## src/rtl/bram_fifo_stream_reader.sv

```systemverilog
// bram_fifo_stream_reader: turns a 1-cycle-latency BRAM FIFO read port into a
// full-throughput valid/ready stream. Optional FIFO_STREAM_READER_TLAST_EN adds PKT_LEN / m_last.
module bram_fifo_stream_reader #(
    parameter int DATA_WIDTH = 32
`ifdef FIFO_STREAM_READER_TLAST_EN
    ,
    parameter int PKT_LEN = 16
`endif
) (
    input  logic                  clk,
    input  logic                  rst,
    input  logic                  fifo_empty,
    output logic                  fifo_rd_en,
    input  logic [DATA_WIDTH-1:0] fifo_data,
    output logic                  m_valid,
    input  logic                  m_ready,
    output logic [DATA_WIDTH-1:0] m_data,
`ifdef FIFO_STREAM_READER_TLAST_EN
    output logic                  m_last,
`endif
    output logic [1:0]            occupancy
);

    logic [1:0]            occ;
    logic                  inflight;
    logic [DATA_WIDTH-1:0] head;
    logic [DATA_WIDTH-1:0] tail;
    logic                  pop;
    logic [2:0]            pending;

    assign m_valid   = (occ != 2'd0);
    assign pop       = m_valid && m_ready;
    assign m_data    = head;
    assign occupancy = occ;

    // Words that will sit in the buffer next cycle; a new read only if a slot stays free.
    assign pending    = {1'b0, occ} + {2'b0, inflight} - {2'b0, pop};
    assign fifo_rd_en = !rst && !fifo_empty && (pending < 3'd2);

    // Track the read whose data returns on the next edge.
    always_ff @(posedge clk) begin
        if (rst) begin
            inflight <= 1'b0;
        end else begin
            inflight <= fifo_rd_en;
        end
    end

    // Two-entry buffer: head is the presented word, tail the one behind it.
    always_ff @(posedge clk) begin
        if (rst) begin
            occ  <= 2'd0;
            head <= '0;
            tail <= '0;
        end else begin
            unique case ({inflight, pop})
                2'b10: begin
                    if (occ == 2'd0) begin
                        head <= fifo_data;
                    end else begin
                        tail <= fifo_data;
                    end
                    occ <= occ + 2'd1;
                end
                2'b01: begin
                    head <= tail;
                    occ  <= occ - 2'd1;
                end
                2'b11: begin
                    if (occ == 2'd1) begin
                        head <= fifo_data;
                    end else begin
                        head <= tail;
                        tail <= fifo_data;
                    end
                end
                default: begin
                end
            endcase
        end
    end

`ifdef FIFO_STREAM_READER_TLAST_EN
    localparam int CW = (PKT_LEN > 1) ? $clog2(PKT_LEN) : 1;
    localparam logic [CW-1:0] LAST_BEAT = CW'(PKT_LEN - 1);

    logic [CW-1:0] beat_cnt;

    // Count accepted beats modulo PKT_LEN to mark packet boundaries.
    always_ff @(posedge clk) begin
        if (rst) begin
            beat_cnt <= '0;
        end else if (pop) begin
            if (beat_cnt == LAST_BEAT) begin
                beat_cnt <= '0;
            end else begin
                beat_cnt <= beat_cnt + CW'(1);
            end
        end
    end

    assign m_last = m_valid && (beat_cnt == LAST_BEAT);
`endif

endmodule

```

## config.mk

```make
export PLATFORM = sky130hd
export DESIGN_NAME = bram_fifo_stream_reader
export DESIGN_NICKNAME = d
export VERILOG_FILES = /design/src/rtl/bram_fifo_stream_reader.sv
export SDC_FILE = /design/constraint.sdc
export NUM_CORES = 1
export LEC_CHECK = 0
export ABC_AREA = 0
export BUFFER_PORTS_ARGS = -buffer_cell sky130_fd_sc_hd__buf_2
export CAP_MARGIN = 30
export CORE_MARGIN = 2
export CORE_UTILIZATION = 50
export CTS_CLUSTER_DIAMETER = 200
export DETAILED_ROUTE_END_ITERATION = 16
export PLACE_DENSITY_LB_ADDON = 0.3
export SYNTH_ARGS = -nofsm -noshare
export SYNTH_HDL_FRONTEND = slang
export SYNTH_SLANG_ARGS = --single-unit
```

## constraint.sdc

```tcl
create_clock -name clk -period 7.3 [get_ports clk]
set_clock_uncertainty 0.05 [all_clocks]
set_input_delay 1.095 -clock clk [delete_from_list [all_inputs] [get_ports clk]]
set_output_delay 1.095 -clock clk [all_outputs]
set_load 0.05 [all_outputs]
```

==> results.yml <==
status:
  outcome: "finished, final reports clean"
critical_path:
  end_kind: "output pin"
  cp.arrival_ns: 2.99
  worstPathCellList: "buf_2 -> nor2b_1 -> ha_1 -> nand2b_1 -> fa_1 -> xor2_1 -> nor4b_1 -> buf_2"
  critical_path.max_stage_delay_ns: 0.37
  crit_family: "adder cells"
  path_class: "input pin to output pin"
  worstPathMaxFanout: 4
  slowest_stage: "fa_1"
  cp.required_ns: 6.15
  cp-start-kind: "input pin"
  path_buf_inv: 2
  worst_path_most_repeated_cell: "buf_2"
cts:
  cts_hold_buf: 0
  clk-insertion-delay-late_ns: 0.33
  clock_path_buffers: 2
  ctsResizeCount: 0
  cts_setup_buffers: 0
  path_clk_slew_ns: 0.07
  root_buffer: "clkbuf_8"
  cts_buffers: 9
  htreeDepth: 3
  cts_sinks: 67
  cts_tree: "built"
grt:
  overflow: 0
  grt_antenna_before_repair: 0
  grt_pass1_wl_um: 11940
  grt_usage_pct: 23.03
  grt_max_degree: 69
  grt_pass1_vias: 2616
sta:
  whs_ns: 0.4223
  final-hold-violation-count: 0
  timing.final.ws_setup_ns: 3.165
  rsz0062_at_grt: "false"
  finalSetupTns_ns: 0
  finalCritPeriodShare_pct: 56.65
  worst_slew_pin_slew_ns: 1.022
  maxSlewViolCount: 0
  fmax_mhz: 241.8
  maxSlewHeadroom_pct: 31.87
  setup_violations: 0
  min_period_ns: 4.135
placement:
  dpl_worst_slack_ns: 3.146
  port_buffers: 71
  routabilityCongestion: 0.7238
  post-place-cells: 472
  hpwl_um: 4440
worst_hold_path:
  min_path_type: "flop to flop"
drt:
  drtAntennaViolNets: 0
  vias: 2834
  drtIter0Drc: 306
  routed_via_density: 5.831
  remaining_drc_errors: 0
  wl_per_cell_um: 15.51
  dr.pass1.iters: 4
  drt-total-wl_um: 7539
synth:
  yosysTopAreaCell: "dfxtp_1"
  avgSynthCellArea_um2: 8.275
  yosysSeqAreaShare_pct: 45.02
  synth_area_um2: 2979
  synthCells: 360
  yosysMostFrequentCell: "dfxtp_1"
  async_flop_share_pct: 0
  synth_common_cells: "67 x dfxtp_1, 64 x nand3_1, 64 x o21ai_0, 35 x nor2_1"
  synth_nets: 402
  ys_seq_elements: 67
  ys.flop_type: "dfxtp_1"
  yosysWarnings: 0
  synth_area_leaders: "dfxtp_1 45%, nand3_1 11%, o21ai_0 11%, a311oi_1 9.4%, a21oi_1 5.4%"
  synth.distinct_cells: 22
  synth_edf_count: 0
  yosysTopAreaCellShare_pct: 45.02
power:
  powerDensity_nw_per_um2: 498.2
  p_leak_nw: 1.362
  sequentialPowerShare_pct: 32.4
  fin_total_pwr_mw: 1.722
  ir_worst_vdd_mv: 0.3782
  intPower_uw: 858.7
  pwr-share-clk_pct: 14.5
  p_sw_uw: 863.0
  pwr-share-comb_pct: 53.1
  p_sw_share_pct: 50.12
floorplan:
  fp.dieH_um: 81.19
  core_um2: 5851
  initial_utilization_pct: 50.92
  fp.dieW_um: 81.19
  ios: 72
  floorplan.rows: 28
  die_area_um2: 6592
layout:
  stdcell_count: 486
  nets: 450
  area_growth_pct: 16.00
  drive_above_1_share_pct: 21.90
  antenna_cells: 0
flow_run:
  drv_cap: 0
## metrics by stage
stage | area [um^2] | util (%)
after CTS | 3456 | 59.07
final | 3456 | 59.07
after floorplan | 2979 | -
after global routing | 3456 | 59.07
after detailed placement | 3313 | 56.63
after global placement | 3256 | 55.65
## worst min-delay path, delay by kind of cell, from the launching register on
kind / cells / cell delay [ns]
flops: 1 / 0.30
compound gates: 2 / 0.12
## cells in the final DEF, fill, tap and decap left out, types with 5 or more instances in the layout
cell	netlist	final
a21oi_1	32	32
dfxtp_1	67	67
clkbuf_1	18	5
a311oi_1	32	32
o21ai_0	64	64
inv_1	5	5
ha_1	5	5
buf_2	18	71
nand3_1	64	64
nor2_1	35	34
clkbuf_8	0	9
## area by class of cell
class,count,area [um^2]
clock buffer,14,142.6
timing repair buffer,77,435.4
multi-input combinational,248,1424
fill,560,2395
tap,75,93.84
sequential,67,1341
inverter,5,18.77
## per-layer routing
metal,vias up,routed length [um],GRT usage [%]
li1,1408,-,-
met4,0,121,10.68
met2,93,3540,36.61
met5,-,0,0
met1,1319,3347,29.96
met3,14,530,4.778
## flip-flops by register name, summed over array words and instances, names as in the netlist
register   flops
m_data        32
tail          32
occupancy      2
inflight       1
## cells by family (layout without fill, tap and decap cells)
kind of cell               count (synthesis)  count (layout)  share of synthesized area [%]
xor gates and xnor gates                   3               3                         0.8821
adders and majority gates                  6               6                          2.772
buffers and inverters                     45              96                          7.434
and+or+nand+nor                          107             107                          17.05
DFF                                       67              67                          45.02
AOI/OAI and AO/OA                        131             131                          26.33
muxes                                      1               1                         0.5038
## path summary, 6_finish.rpt
path         depth (start not counted)         start         end  slack, ns
max reg2reg                          9  occupancy[1]   m_data[1]       4.35
min                                  2      tail[21]    tail[21]       0.42
max                                  8       m_ready  fifo_rd_en       3.16
min reg2reg                          2      tail[21]    tail[21]       0.42
## power groups by stage
stage          clock (mW)  sequential [mW]  combinational [mW]
4_1_cts             0.252            0.559               0.916
2_1_floorplan           0            0.866               0.434
3_3_place_gp            0            0.561               0.880
6_report            0.249            0.558               0.914
3_5_place_dp            0            0.567               0.915
5_1_grt             0.269            0.574               0.988
No activity file was read; power rests on OpenSTA's default activity.
